===== config.mk =====
export PLATFORM = sky130hd
export DESIGN_NAME = dec_local_ni
export DESIGN_NICKNAME = d
export VERILOG_FILES = /design/src/rtl/dec_local_ni.sv
export SDC_FILE = /design/constraint.sdc
export NUM_CORES = 1
export LEC_CHECK = 0
export CAP_MARGIN = 25
export CELL_PAD_IN_SITES_DETAIL_PLACEMENT = 1
export CELL_PAD_IN_SITES_GLOBAL_PLACEMENT = 1
export CORE_MARGIN = 2
export CORE_UTILIZATION = 48
export CTS_BUF_LIST = sky130_fd_sc_hd__clkbuf_16
export DETAILED_ROUTE_END_ITERATION = 7
export PLACE_DENSITY = 0.88
export SKIP_LAST_GASP = 1
export SYNTH_ARGS = -nofsm -noshare
export SYNTH_HDL_FRONTEND = slang
export SYNTH_SLANG_ARGS = --single-unit
export TNS_END_PERCENT = 50

===== constraint.sdc =====
create_clock -name clk -period 5.55 [get_ports clk]
set_input_delay 1.11 -clock clk [delete_from_list [all_inputs] [get_ports clk]]
set_output_delay 1.11 -clock clk [all_outputs]
set_load 0.02 [all_outputs]

===== src/rtl/dec_local_ni.sv =====
// Local network interface for a DEC deflection router node. It buffers core flits for injection,
// computes their productive vector, and queues ejected flits for the core.
module dec_local_ni #(
  parameter int unsigned WIDTH_PORT    = 64,
  parameter int unsigned WIDTH_PV      = 5,
  parameter int unsigned POS_VALID     = 63,
  parameter int unsigned COORD_W       = 3,
  parameter int unsigned POS_X_DST_LSB = 56,
  parameter int unsigned POS_Y_DST_LSB = 53,
  parameter int unsigned CORD_X        = 0,
  parameter int unsigned CORD_Y        = 0,
  parameter int unsigned INJ_DEPTH     = 4,
  parameter int unsigned EJ_DEPTH      = 4,
  parameter int unsigned STARVE_LIMIT  = 8
) (
  input  logic                  clk,
  input  logic                  reset,
  input  logic [WIDTH_PORT-1:0] core_tx_data,
  input  logic                  core_tx_valid,
  output logic                  core_tx_ready,
  input  logic                  inj_ok,
  output logic [WIDTH_PORT-1:0] dinLocal,
  output logic [WIDTH_PV-1:0]   PVLocal,
  input  logic [WIDTH_PORT-1:0] doutLocal,
  output logic [WIDTH_PORT-1:0] core_rx_data,
  output logic                  core_rx_valid,
  input  logic                  core_rx_ready,
  output logic                  starve,
  output logic                  ej_overflow,
  output logic [15:0]           inj_count,
  output logic [7:0]            ej_drop_count
);

  localparam int unsigned InjAw = $clog2(INJ_DEPTH);
  localparam int unsigned InjPw = InjAw + 1;
  localparam int unsigned EjAw  = $clog2(EJ_DEPTH);
  localparam int unsigned EjPw  = EjAw + 1;
  localparam int unsigned StW   = $clog2(STARVE_LIMIT + 1);

  localparam logic [COORD_W-1:0] CordX  = COORD_W'(CORD_X);
  localparam logic [COORD_W-1:0] CordY  = COORD_W'(CORD_Y);
  localparam logic [StW-1:0]     StLim  = StW'(STARVE_LIMIT);

  // Injection FIFO
  logic [WIDTH_PORT-1:0] inj_mem [INJ_DEPTH];
  logic [InjPw-1:0]      inj_wr_q, inj_rd_q;
  logic                  inj_empty, inj_full, inj_push, inj_pop;
  logic [WIDTH_PORT-1:0] inj_wdata, inj_head;

  assign inj_empty     = (inj_wr_q == inj_rd_q);
  assign inj_full      = (inj_wr_q[InjAw] != inj_rd_q[InjAw]) &&
                         (inj_wr_q[InjAw-1:0] == inj_rd_q[InjAw-1:0]);
  assign core_tx_ready = !inj_full;
  assign inj_push      = core_tx_valid && !inj_full;
  assign inj_pop       = !inj_empty && inj_ok;
  assign inj_head      = inj_mem[inj_rd_q[InjAw-1:0]];

  always_comb begin
    inj_wdata            = core_tx_data;
    inj_wdata[POS_VALID] = 1'b1;
  end

  always_ff @(posedge clk) begin
    if (inj_push) begin
      inj_mem[inj_wr_q[InjAw-1:0]] <= inj_wdata;
    end
  end

  // Productive vector of the FIFO head: [0]N [1]E [2]S [3]W [4]Local
  logic [COORD_W-1:0]  dst_x, dst_y;
  logic [WIDTH_PV-1:0] pv;

  assign dst_x = inj_head[POS_X_DST_LSB +: COORD_W];
  assign dst_y = inj_head[POS_Y_DST_LSB +: COORD_W];

  always_comb begin
    pv = '0;
    if (dst_y > CordY) pv[0] = 1'b1;
    if (dst_x > CordX) pv[1] = 1'b1;
    if (dst_y < CordY) pv[2] = 1'b1;
    if (dst_x < CordX) pv[3] = 1'b1;
    if ((dst_x == CordX) && (dst_y == CordY)) pv[4] = 1'b1;
  end

  // Starvation counter saturates; clears on injection or when nothing is waiting
  logic [StW-1:0] scnt_q, scnt_d;

  always_comb begin
    if (inj_pop || inj_empty) begin
      scnt_d = '0;
    end else if (scnt_q == StLim) begin
      scnt_d = scnt_q;
    end else begin
      scnt_d = scnt_q + StW'(1);
    end
  end

  logic [WIDTH_PORT-1:0] din_q;
  logic [WIDTH_PV-1:0]   pv_q;
  logic                  starve_q;
  logic [15:0]           inj_count_q;

  always_ff @(posedge clk or negedge reset) begin
    if (!reset) begin
      inj_wr_q    <= '0;
      inj_rd_q    <= '0;
      din_q       <= '0;
      pv_q        <= '0;
      scnt_q      <= '0;
      starve_q    <= 1'b0;
      inj_count_q <= '0;
    end else begin
      if (inj_push) inj_wr_q <= inj_wr_q + InjPw'(1);
      if (inj_pop) begin
        inj_rd_q    <= inj_rd_q + InjPw'(1);
        din_q       <= inj_head;
        pv_q        <= pv;
        inj_count_q <= inj_count_q + 16'd1;
      end else begin
        din_q <= '0;
        pv_q  <= '0;
      end
      scnt_q   <= scnt_d;
      starve_q <= (scnt_d == StLim);
    end
  end

  assign dinLocal  = din_q;
  assign PVLocal   = pv_q;
  assign starve    = starve_q;
  assign inj_count = inj_count_q;

  // Ejection FIFO: first-word-fall-through; the router cannot be stalled, so overflow drops
  logic [WIDTH_PORT-1:0] ej_mem [EJ_DEPTH];
  logic [EjPw-1:0]       ej_wr_q, ej_rd_q;
  logic                  ej_empty, ej_full, ej_in, ej_push, ej_pop, ej_drop;
  logic                  ej_ovf_q;
  logic [7:0]            ej_drop_q;

  assign ej_empty = (ej_wr_q == ej_rd_q);
  assign ej_full  = (ej_wr_q[EjAw] != ej_rd_q[EjAw]) &&
                    (ej_wr_q[EjAw-1:0] == ej_rd_q[EjAw-1:0]);
  assign ej_in    = doutLocal[POS_VALID];
  assign ej_pop   = !ej_empty && core_rx_ready;
  assign ej_push  = ej_in && (!ej_full || ej_pop);
  assign ej_drop  = ej_in && ej_full && !ej_pop;

  assign core_rx_valid = !ej_empty;
  assign core_rx_data  = ej_mem[ej_rd_q[EjAw-1:0]];

  always_ff @(posedge clk) begin
    if (ej_push) begin
      ej_mem[ej_wr_q[EjAw-1:0]] <= doutLocal;
    end
  end

  always_ff @(posedge clk or negedge reset) begin
    if (!reset) begin
      ej_wr_q   <= '0;
      ej_rd_q   <= '0;
      ej_ovf_q  <= 1'b0;
      ej_drop_q <= '0;
    end else begin
      if (ej_push) ej_wr_q <= ej_wr_q + EjPw'(1);
      if (ej_pop)  ej_rd_q <= ej_rd_q + EjPw'(1);
      if (ej_drop) begin
        ej_ovf_q <= 1'b1;
        if (ej_drop_q != 8'hff) ej_drop_q <= ej_drop_q + 8'd1;
      end
    end
  end

  assign ej_overflow   = ej_ovf_q;
  assign ej_drop_count = ej_drop_q;

endmodule

==> out/qor.txt, run 1 <==
# Max-Cap Violations -> 0
F_max -> 235.5 MHz
Synth Instances -> 1,012
Area of the core -> 46,560 um^2
Period utilization -> 76.52%
DRC -> 0
Vias in the first global route -> 12,560
Final hold vios -> 0
Post-Syn Area -> 22,610 um^2
Yosys top cell area share -> 67.47%
Power Dens Cells -> 572.9 nW/um^2
Final worst slack -> 1.303 ns
Gr usage total -> 22.70%
Pins Over Slew Limit -> 0
Post-DP HPWL -> 31.49 mm
Drt total wl -> 54.22 mm
Area Overhead vs Synth -> 25.38%
Post-synth top area cell -> edfxtp_1
Req. time, crit path -> 4.44 ns
First-pass GRT wire length -> 82.25 mm
Vias/cell -> 5.551
RSZ-0062 raised after global routing -> false
Reg2reg path depth -> 5
Root Buffer -> clkbuf_16
Layout Nets -> 1,490
Hold path depth -> 1
Comb pwr share -> 31.5%
Setup CP Type -> flip-flop to output pin
Layout cells sized above 1 -> 18.11%
Later-pin clock latency in the skew report -> 0.59 ns
Avg Cell Area, Syn -> 22.34 um^2
Top post-synthesis cells by area -> edfxtp_1, mux4_2, dfrtp_1
Initial DRC Count -> 699
CTS Buffer Depth -> 3
Grt total ovfl -> 0
Initial Util -> 48.56%
Critical Path End Type -> output pin
Die width -> 221.0 um
Synth unique cells -> 40
Full die area -> 48,850 um^2
Reg clk slew, reported paths -> 0.06 ns
Final core utilization -> 60.88%
Sink Count -> 617
Setup WS pre-CTS -> 1.835 ns
Min Tclk post-route -> 4.247 ns
H-tree levels -> 3
First drt pass iteration count -> 5
Clock power share -> 26.0%
Die height -> 221.0 um
Setup Skew -> 0.02340 ns
Routed len/inst -> 26.99 um
Postcts setup bufs -> 0
Initial antenna violation count -> 9
CP max FO -> 42
Sequential share of power -> 42.5%
P_sw -> 5.139 mW
CTS buffer count -> 66
CTS tree -> built
# setup viols final -> 0
I/O pin total -> 294
Pint -> 11.10 mW
Static Leak -> 9.865 nW
# port buffers -> 290
Via count -> 11,150
Worst slew pin tran -> 1.035 ns
Largest net degree at the start of global routing -> 66
Outcome -> finished, final reports clean
Maximum VDD drop -> 0.0003522 V
CTS resizes -> 0
Antenna-violating nets left -> 0
WP data arrival -> 3.14 ns
Setup crit start kind -> flip-flop
Worst min-delay path class -> flip-flop to flip-flop
Synthesized flop and latch total -> 617
GP Congestion -> 0.7381
Sequential area share after synthesis -> 79.54%
CTS hold repair buffers -> 0
Max_slew headroom -> 31.01%
FF-to-FF setup slack -> 2.11 ns
Setup TNS -> 0 ns
Yosys warns -> 0
FP Rows -> 79
Net Sw Frac -> 31.64%
## worst paths after layout
kind	endpoint	from
worst min register to register	ej_overflow$_DFFE_PN0P_	ej_overflow$_DFFE_PN0P_
worst max-delay path	core_rx_data[32]	ej_rd_q[1]$_DFFE_PN0P_
worst max register to register	dinLocal[40]$_DFF_PN0_	inj_rd_q[0]$_DFFE_PN0P_
max in group asynchronous	dinLocal[8]$_DFF_PN0_	reset
worst min-delay path	ej_overflow$_DFFE_PN0P_	ej_overflow$_DFFE_PN0P_
min in group asynchronous	dinLocal[48]$_DFF_PN0_	reset
## synth_stat cells
cell type    n
and2_1      68
nand4_1      8
dfrtp_1    109
mux2i_1      1
nand3_1      9
o31ai_1      1
buf_6        2
buf_8        1
inv_1       15
nor3b_1      1
and4_1       3
xor2_2       1
nor2_1      13
xor2_1      17
inv_2        1
and4b_1      1
buf_1        5
nand2_1     19
buf_2       16
nor4_4       1
and3_1       5
clkbuf_1    11
a31oi_1      4
o21bai_1     1
nor4_1       7
ha_1        14
mux4_2     127
buf_4        6
conb_1       1
a21o_1       1
edfxtp_1   508
nand2b_1     1
a21oi_1      2
xnor2_1     18
o31ai_4      1
nand3b_1     2
o21ai_0      1
nor3_1       4
a2111oi_0    1
mux2_2       5
## cell usage in the layout, fill, tap and decap left out, types with 2 or more instances in the layout
cell / n
a31oi_1: 4
dfrtp_4: 3
and4_1: 3
inv_6: 4
clkdlybuf4s50_1: 289
xnor2_1: 18
nor3_1: 4
buf_12: 3
mux2_2: 5
conb_1: 2
and2_1: 64
nand2_1: 19
nor4_1: 7
bufinv_16: 4
edfxtp_1: 508
xor2_1: 17
a21oi_1: 2
ha_1: 14
nand3b_1: 2
clkinv_2: 7
diode_2: 5
dfrtp_1: 105
inv_2: 4
nand3_1: 9
nor2_4: 3
nand4_1: 8
clkinv_1: 13
nor2_1: 10
inv_1: 32
buf_4: 10
clkinvlp_4: 3
and3_1: 5
mux4_2: 127
and2_4: 4
clkbuf_16: 68
## through the flow
| stage | std cells | area (um^2) | power, mW | hold slack (ns) |
|---|---|---|---|---|
| floorplan | 1013 | 22610 | 9.769 | 0.4643 |
| global placement | 1881 | 26220 | 11.82 | 0.4432 |
| detailed placement | 1881 | 26220 | 12.07 | 0.4518 |
| CTS | 2003 | 28300 | 16.43 | 0.4648 |
| global route | 2005 | 28330 | 16.91 | 0.4895 |
| finish | 2009 | 28340 | 16.24 | 0.4663 |
## logic make-up (layout without fill, tap and decap cells)
kind of cell,Yosys count,after routing,synth area share [%]
and+or+nand+nor,142,142,3.636
muxes,133,133,12.94
xor gates and xnor gates,36,36,1.428
buffers and inverters,57,441,1.251
DFF,617,617,79.54
AOI/OAI and AO/OA,12,12,0.4095
other,1,7,0.01659
adders and majority gates,14,14,0.7748
## worst max-delay path: stages, from the launching register on
cell	delay, ns
dfrtp_2	0.83
buf_4	0.65
mux4_2	0.42
clkdlybuf4s50_1	0.61
## power by group through the flow
stage / logic (mW) / clock network, mW / registers [mW]
2_1_floorplan: 2.78 / 0 / 6.99
3_3_place_gp: 4.98 / 0 / 6.84
3_5_place_dp: 5.11 / 0 / 6.96
4_1_cts: 5.19 / 4.32 / 6.93
5_1_grt: 5.42 / 4.48 / 7.01
6_report: 5.12 / 4.22 / 6.90
## routing by layer
| layer | global-route usage [%] | wire length, um |
|---|---|---|
| met1 | 28.14 | 20810 |
| met2 | 37.92 | 27500 |
| met3 | 7.808 | 4330 |
| met4 | 6.820 | 1516 |
| met5 | 0 | 62 |
## flip-flops by register name, indices dropped and copies added, names as in the netlist
signal and flops:
ej_mem 256, inj_mem 252, dinLocal 64, inj_count 16
ej_drop_count 8, scnt_q 4, PVLocal 3, ej_rd_q 3
ej_wr_q 3, inj_rd_q 3, inj_wr_q 3, ej_overflow 1
starve 1
## layout make-up
| cell class | count | area, um^2 |
|---|---|---|
| tap | 607 | 759.5 |
| multi-input combinational | 339 | 4379 |
| timing repair buffer | 303 | 3055 |
| fill | 3805 | 18210 |
| clock buffer | 68 | 1702 |
| inverter | 16 | 60.06 |
| clock inverter | 54 | 381.6 |
| antenna | 5 | 12.51 |
| sequential | 617 | 17990 |
(Power assumes the default switching activity.)
==> inputs of run 2 (changes only) <==
- clock period: 5.55 -> 4.3 ns (I/O delays scaled with it)
==> out/qor.txt, run 2 (synthesis results as in run 1) <==
Gr usage total -> 22.32% (-0.37 points)
Reg clk slew, reported paths -> 0.06 ns (about the same)
Critical Path End Type -> output pin
DRC -> 0 (unchanged)
I/O pin total -> 294 (unchanged)
Leading cell type in the layout, fill and taps excluded -> edfxtp_1
CTS buffer count -> 61 (-7.6%)
Area of the core -> 46,560 um^2 (unchanged)
Die height -> 221.0 um (unchanged)
Setup crit start kind -> flip-flop
Initial DRC Count -> 932 (+33%)
First drt pass iteration count -> 5 (unchanged)
Clock power share -> 24.5% (-1.5 points)
Min Tclk post-route -> 3.762 ns
Layout cells sized above 1 -> 17.93% (-0.18 points)
P_sw -> 6.530 mW (+27%)
Postcts setup bufs -> 0 (unchanged)
Antenna-violating nets left -> 0 (unchanged)
CTS tree -> built
Later-pin clock latency in the skew report -> 0.64 ns (+0.05 ns)
FP Rows -> 79 (unchanged)
Static Leak -> 9.849 nW (-0.17%)
Worst min-delay path class -> input pin to async pin
Root Buffer -> clkbuf_16
Final std cells w/o fill -> 2,013 (+0.20%)
Drt total wl -> 53.96 mm (-0.47%)
CP max FO -> 28 (-33%)
Full die area -> 48,850 um^2 (unchanged)
# Max-Cap Violations -> 0 (unchanged)
Final hold vios -> 0 (unchanged)
Sequential share of power -> 42.2% (-0.3 points)
Worst path slowest cell -> dfrtp_4
Outcome -> finished, final reports clean
CTS hold repair buffers -> 0 (unchanged)
DP Cell Count -> 1,891 (+0.53%)
Die width -> 221.0 um (unchanged)
Pint -> 14.12 mW (+27%)
Sink Count -> 617 (unchanged)
Period utilization -> 87.49%
Fill cell count -> 3,816 (+0.29%)
Crit path buf inv count -> 2 (unchanged)
Comb pwr share -> 33.3% (+1.8 points)
Setup Skew -> 0.03785 ns (+0.01444 ns)
WP data arrival -> 2.90 ns (-0.24 ns)
GP Congestion -> 0.7462 (+1.1%)
# setup viols final -> 0 (unchanged)
Area Overhead vs Synth -> 25.39% (about the same)
Initial antenna violation count -> 10 (+1)
Setup CP Type -> flip-flop to output pin
CTS Buffer Depth -> 3 (unchanged)
Worst slew pin tran -> 0.9696 ns (-0.06528 ns)
Max_slew headroom -> 35.36% (+4.4 points)
CTS resizes -> 0 (unchanged)
Largest net degree at the start of global routing -> 74 (+12%)
Register cell area after layout -> 17,990 um^2 (unchanged)
Post-DP HPWL -> 33.20 mm (+5.4%)
Vias/cell -> 5.526 (-0.45%)
Vias in the first global route -> 12,530 (-0.22%)
Max incr delay on CP -> 0.83 ns (about the same)
Grt total ovfl -> 0 (unchanged)
Cell family with most CP delay -> buffers and inverters
Req. time, crit path -> 3.44 ns (-1.00 ns)
Final hold slack -> 0.1282 ns (-0.3381 ns)
RSZ-0062 raised after global routing -> false
Most frequent cells in the layout -> edfxtp_1, clkdlybuf4s50_1, mux4_2, dfrtp_1, and2_1
H-tree levels -> 2 (-1)
Initial Util -> 48.56% (unchanged)
F_max -> 265.8 MHz
Multi-input gate area -> 4379 um^2 (unchanged)
# port buffers -> 290 (unchanged)
Crit path cell chain -> buf_12 -> mux4_2 -> clkdlybuf4s50_1
Net Sw Frac -> 31.63% (about the same)
First-pass GRT wire length -> 81.41 mm (-1.0%)
Pins Over Slew Limit -> 0 (unchanged)
Via count -> 11,120 (-0.25%)
Max FFs per register -> 256 (unchanged)
Routed len/inst -> 26.81 um (-0.67%)
Power Dens Cells -> 728.3 nW/um^2 (+27%)
Maximum VDD drop -> 0.0005060 V (+44%)
Layout Nets -> 1,495 (+0.34%)
-- run 2: cell count changes in the layout (fill, tap and decap cells not counted), sizes merged --
cell	previous run	this run
clkbuf	68	62
clkinv	22	29
diode	5	6
inv	41	34
clkinvlp	3	2
buf	14	24
-- run 2: cell type report --
type	count	area share, %
antenna	6	0.05296
clock buffer	62	5.473
clock inverter	53	1.262
inverter	16	0.2119
multi-input combinational	339	15.45
sequential	617	63.48
tap	607	2.679
timing repair buffer	313	11.40
-- run 2: path summary, 6_finish.rpt --
kind	startpoint	end	slack, ns	cells after the start
setup / recovery	ej_rd_q[0]$_DFFE_PN0P_	core_rx_data[43]	0.54	3
hold / removal	reset	dinLocal[48]$_DFF_PN0_	0.13	1
setup reg to reg	ej_rd_q[0]$_DFFE_PN0P_	ej_mem[2][58]$_DFFE_PP_	1.27	5
hold reg to reg	ej_overflow$_DFFE_PN0P_	ej_overflow$_DFFE_PN0P_	0.47	1
max in group asynchronous	reset	dinLocal[13]$_DFF_PN0_	3.20	3
min in group clk	ej_overflow$_DFFE_PN0P_	ej_overflow$_DFFE_PN0P_	0.47	1
-- run 2: power by group through the flow --
stage	clock (mW)	sequential, mW	combinational [mW]
2_1_floorplan	0	9.02	3.59
3_3_place_gp	0	8.65	6.69
3_5_place_dp	0	8.80	6.93
4_1_cts	5.17	8.73	7.00
5_1_grt	5.38	8.85	7.29
6_report	5.07	8.71	6.87
-- run 2: stage by stage --
stage          setup WS, ns  util, %  area [um^2]  setup TNS [ns]  power (mW)
2_1_floorplan       -0.2864        -        22610          -54.99       12.61
3_3_place_gp         0.9843    56.70        26400               0       15.34
4_1_cts              0.4409    60.80        28310               0       20.90
6_report             0.5379    60.89        28350               0       20.65
5_1_grt              0.3958    60.86        28330               0       21.51
3_5_place_dp         0.9311    56.70        26400               0       15.73
-- run 2: layer usage --
layer / part of all wire [%] / GRT usage (%) / wire, um
met2: 51 / 37.50 / 27350
met1: 39 / 28.16 / 20870
met5: 0.083 / 0 / 45
met3: 8.4 / 7.077 / 4530
met4: 2.2 / 6.149 / 1162
==> inputs of run 3 (changes only) <==
- CTS_CLUSTER_SIZE: not set -> 40
==> out/qor.txt, run 3 (synthesis results as in run 1) <==
Setup CP Type -> flip-flop to output pin
Post-DP HPWL -> 33.20 mm (unchanged)
Later-pin clock latency in the skew report -> 0.63 ns (about the same)
Root Buffer -> clkbuf_16
Req. time, crit path -> 3.44 ns (about the same)
Worst slew pin tran -> 0.9681 ns (-0.001515 ns)
DP Area -> 26,400 um^2 (unchanged)
Reg clk slew, reported paths -> 0.06 ns (about the same)
CTS Buffer Depth -> 3 (unchanged)
Pins Over Slew Limit -> 0 (unchanged)
Setup TNS -> 0 ns (unchanged)
Initial antenna violation count -> 10 (unchanged)
Outcome -> finished, final reports clean
Maximum VDD drop -> 0.0005138 V (+1.6%)
FP Rows -> 79 (unchanged)
First-pass GRT wire length -> 82.27 mm (+1.1%)
I/O pin total -> 294 (unchanged)
Via count -> 11,190 (+0.58%)
H-tree levels -> 2 (unchanged)
Setup crit start kind -> flip-flop
Leading cell type in the layout, fill and taps excluded -> edfxtp_1
Worst path slowest cell -> dfrtp_4
Static Leak -> 9.851 nW (about the same)
WP depth -> 3 (unchanged)
Grt total ovfl -> 0 (unchanged)
# port buffers -> 290 (unchanged)
Full die area -> 48,850 um^2 (unchanged)
GP Congestion -> 0.7462 (unchanged)
First drt pass iteration count -> 5 (unchanged)
Setup Skew -> 0.03385 ns (-0.003996 ns)
Postcts setup bufs -> 0 (unchanged)
Area of the core -> 46,560 um^2 (unchanged)
Vias/cell -> 5.558 (+0.58%)
Max incr delay on CP -> 0.84 ns (about the same)
Cell family with most CP delay -> buffers and inverters
Drt total wl -> 54.48 mm (+0.96%)
Design area -> 28,350 um^2 (about the same)
Largest net degree at the start of global routing -> 74 (unchanged)
Crit path cell chain -> buf_12 -> mux4_2 -> clkdlybuf4s50_1
Die width -> 221.0 um (unchanged)
Setup WS pre-CTS -> 0.9311 ns (unchanged)
Fill cell count -> 3,825 (+0.24%)
CTS hold repair buffers -> 0 (unchanged)
# setup viols final -> 0 (unchanged)
Area Overhead vs Synth -> 25.40% (about the same)
Max_slew headroom -> 35.46% (+0.10 points)
Layout cells sized above 1 -> 18.00% (+0.071 points)
Final hold vios -> 0 (unchanged)
DRC -> 0 (unchanged)
Initial DRC Count -> 983 (+5.5%)
Final core utilization -> 60.89% (about the same)
F_max -> 266.0 MHz (about the same)
Critical Path End Type -> output pin
Vias in the first global route -> 12,520 (-0.11%)
Final worst slack -> 0.5406 ns (+0.002715 ns)
Initial Util -> 48.56% (unchanged)
CP max FO -> 28 (unchanged)
Die height -> 221.0 um (unchanged)
Layout Nets -> 1,495 (unchanged)
Period utilization -> 87.43% (about the same)
Gr usage total -> 22.62% (+0.30 points)
Routed len/inst -> 27.06 um (+0.96%)
Antenna-violating nets left -> 0 (unchanged)
WP data arrival -> 2.90 ns (about the same)
Sink Count -> 617 (unchanged)
Power Dens Cells -> 729.6 nW/um^2 (+0.17%)
Crit path buf inv count -> 2 (unchanged)
# Max-Cap Violations -> 0 (unchanged)
Reg2reg path depth -> 5 (unchanged)
CTS resizes -> 0 (unchanged)
Max FFs per register -> 256 (unchanged)
Worst min-delay path class -> input pin to async pin
Most frequent cells in the layout -> edfxtp_1, clkdlybuf4s50_1, mux4_2, dfrtp_1, and2_1
CTS buffer count -> 61 (unchanged)
CTS tree -> built
RSZ-0062 raised after global routing -> false
Min Tclk post-route -> 3.759 ns (-0.002715 ns)
==> run 3: cell counts in the layout (fill, tap and decap cells not counted) <==
No cell type changed its count.
==> run 3: stage by stage <==
stage	hold WS, ns	power, mW	cells
2_1_floorplan	0.4643	12.61	1013
3_3_place_gp	0.4494	15.34	1891
3_5_place_dp	0.4656	15.73	1891
4_1_cts	0.4305	20.93	2006
5_1_grt	0.1542	21.54	2007
6_report	0.1435	20.68	2013
==> run 3: layout make-up <==
class,count,area [um^2],share of cell area [%]
Clock inverter,53,359.1,1.267
Antenna cell,6,15.01,0.05296
Timing Repair Buffer,313,3231,11.40
Tap cell,607,759.5,2.679
Multi-Input combinational cell,339,4379,15.45
Inverter,16,60.06,0.2118
Sequential cell,617,17990,63.47
Clock buffer,62,1551,5.473
==> run 3: routing by layer <==
layer,track usage (%),wire [um],up-vias
met5,0,45,-
met4,6.365,1256,8
met3,7.077,4449,93
met2,37.90,27690,430
met1,28.64,21040,5921
li1,-,-,4736
==> run 3: worst paths after layout <==
check,startpoint,end,slack (ns)
max,ej_rd_q[0]$_DFFE_PN0P_,core_rx_data[7],0.54
min,reset,dinLocal[48]$_DFF_PN0_,0.14
max reg2reg,ej_rd_q[0]$_DFFE_PN0P_,ej_mem[2][58]$_DFFE_PP_,1.25
min reg2reg,ej_overflow$_DFFE_PN0P_,ej_overflow$_DFFE_PN0P_,0.47
max in group asynchronous,reset,dinLocal[13]$_DFF_PN0_,3.18
min in group clk,ej_overflow$_DFFE_PN0P_,ej_overflow$_DFFE_PN0P_,0.47
==> run 3: power breakdown <==
part           internal [mW]  switching [mW]
Sequential              8.07           0.639
Clock                   2.85            2.23
Combinational           3.20            3.69
Total                   14.1            6.56
==> RTL edit (config.mk and constraints of run 2) <==
Change the parameter `INJ_DEPTH` from 4 to 16.
--- a/src/rtl/dec_local_ni.sv
+++ b/src/rtl/dec_local_ni.sv
@@ -9,7 +9,7 @@
   parameter int unsigned POS_Y_DST_LSB = 53,
   parameter int unsigned CORD_X        = 0,
   parameter int unsigned CORD_Y        = 0,
-  parameter int unsigned INJ_DEPTH     = 4,
+  parameter int unsigned INJ_DEPTH     = 16,
   parameter int unsigned EJ_DEPTH      = 4,
   parameter int unsigned STARVE_LIMIT  = 8
 ) (
Function: no difference found for any inputs over 4 cycles, from zero or initial values and one cycle with reset low; that may be too few to reach the edited logic, so the function may still have changed.
==> RTL edit against run 2 <==
Clock power rose by 140%; final area rose by 120%; critical endpoint is now core_tx_ready; sequential cell count rose by 760; power rose by 100%; register-to-register slack got worse by 0.70 ns; worst hold slack got worse by 0.043 ns; setup slack got worse by 0.17 ns; routed wire length rose to 2.6 times the old value; first-iteration DRC count rose to 3.3 times the old value; area after synthesis rose by 130%; largest power group unchanged.
==> RTL edit: results <==
synthesis:
  synthAdderAreaFrac: 0.00337
  synth.distinct_cells: 48
  synth_compound_area_frac: 0.00313
  synthTopCellsByCount: "1264 x edfxtp_1, 313 x mux4_2, 113 x dfrtp_1, 62 x and2_1, 50 x mux4_1"
cells_and_area:
  diodes: 4
  nonClockInverterCount: 15
  stdcell_count: 4080
  multi_input_gates: 674
  regArea_um2: 40800
  nets: 2704
placement:
  pre_cts_slack_ns: 0.619
  gp_congestion: 0.754
  place_area_um2: 56700
global_routing:
  grt_pass1_vias: 27306
  grt_pass1_wl_um: 203000
  use_met2: 0.431
cts:
  htree_levels: 4
worst_setup_path:
  rr_endpoint: "inj_mem[3][15]"
  critPathMaxStageDelay_ns: 0.79
  arrival_ns: 3.07
  r2r-start: "inj_wr_q[2]"
  crit_family: "flip-flops"
drt:
  vias: 25305
  drt_iter0_markers: 3034
timing:
  whs_ns: 0.0852
outcome:
  outcome: "finished clean"
-- RTL edit: cell count changes in the layout (fill, tap and decap cells not counted), moves of 18 or more --
cell              run 2  this run
mux4_2              127       313
clkbuf_16            62       142
mux2i_1               1        20
clkinv_1             20        38
buf_4                12        44
mux4_1                0        50
edfxtp_1            508      1264
inv_1                30        50
-- RTL edit: worst max path at each step --
| stage | start | endpoint | slack [ns] |
|---|---|---|---|
| after floorplan | inj_wr_q[3] | inj_mem[12][0] | -0.36 |
| after global placement | inj_rd_q[0] | inj_rd_q[3] | 0.78 |
| after CTS | inj_rd_q[0] | core_tx_ready | 0.001 |
| final | inj_rd_q[0] | core_tx_ready | 0.37 |
| after global routing | inj_rd_q[0] | core_tx_ready | 0.18 |
| after detailed placement | inj_rd_q[0] | inj_rd_q[3] | 0.62 |
-- RTL edit: power breakdown --
part	switching [mW]	internal (mW)
Combinational	6.44	5.67
Clock	5.39	6.62
Sequential	1.06	16.6
Total	12.9	28.9
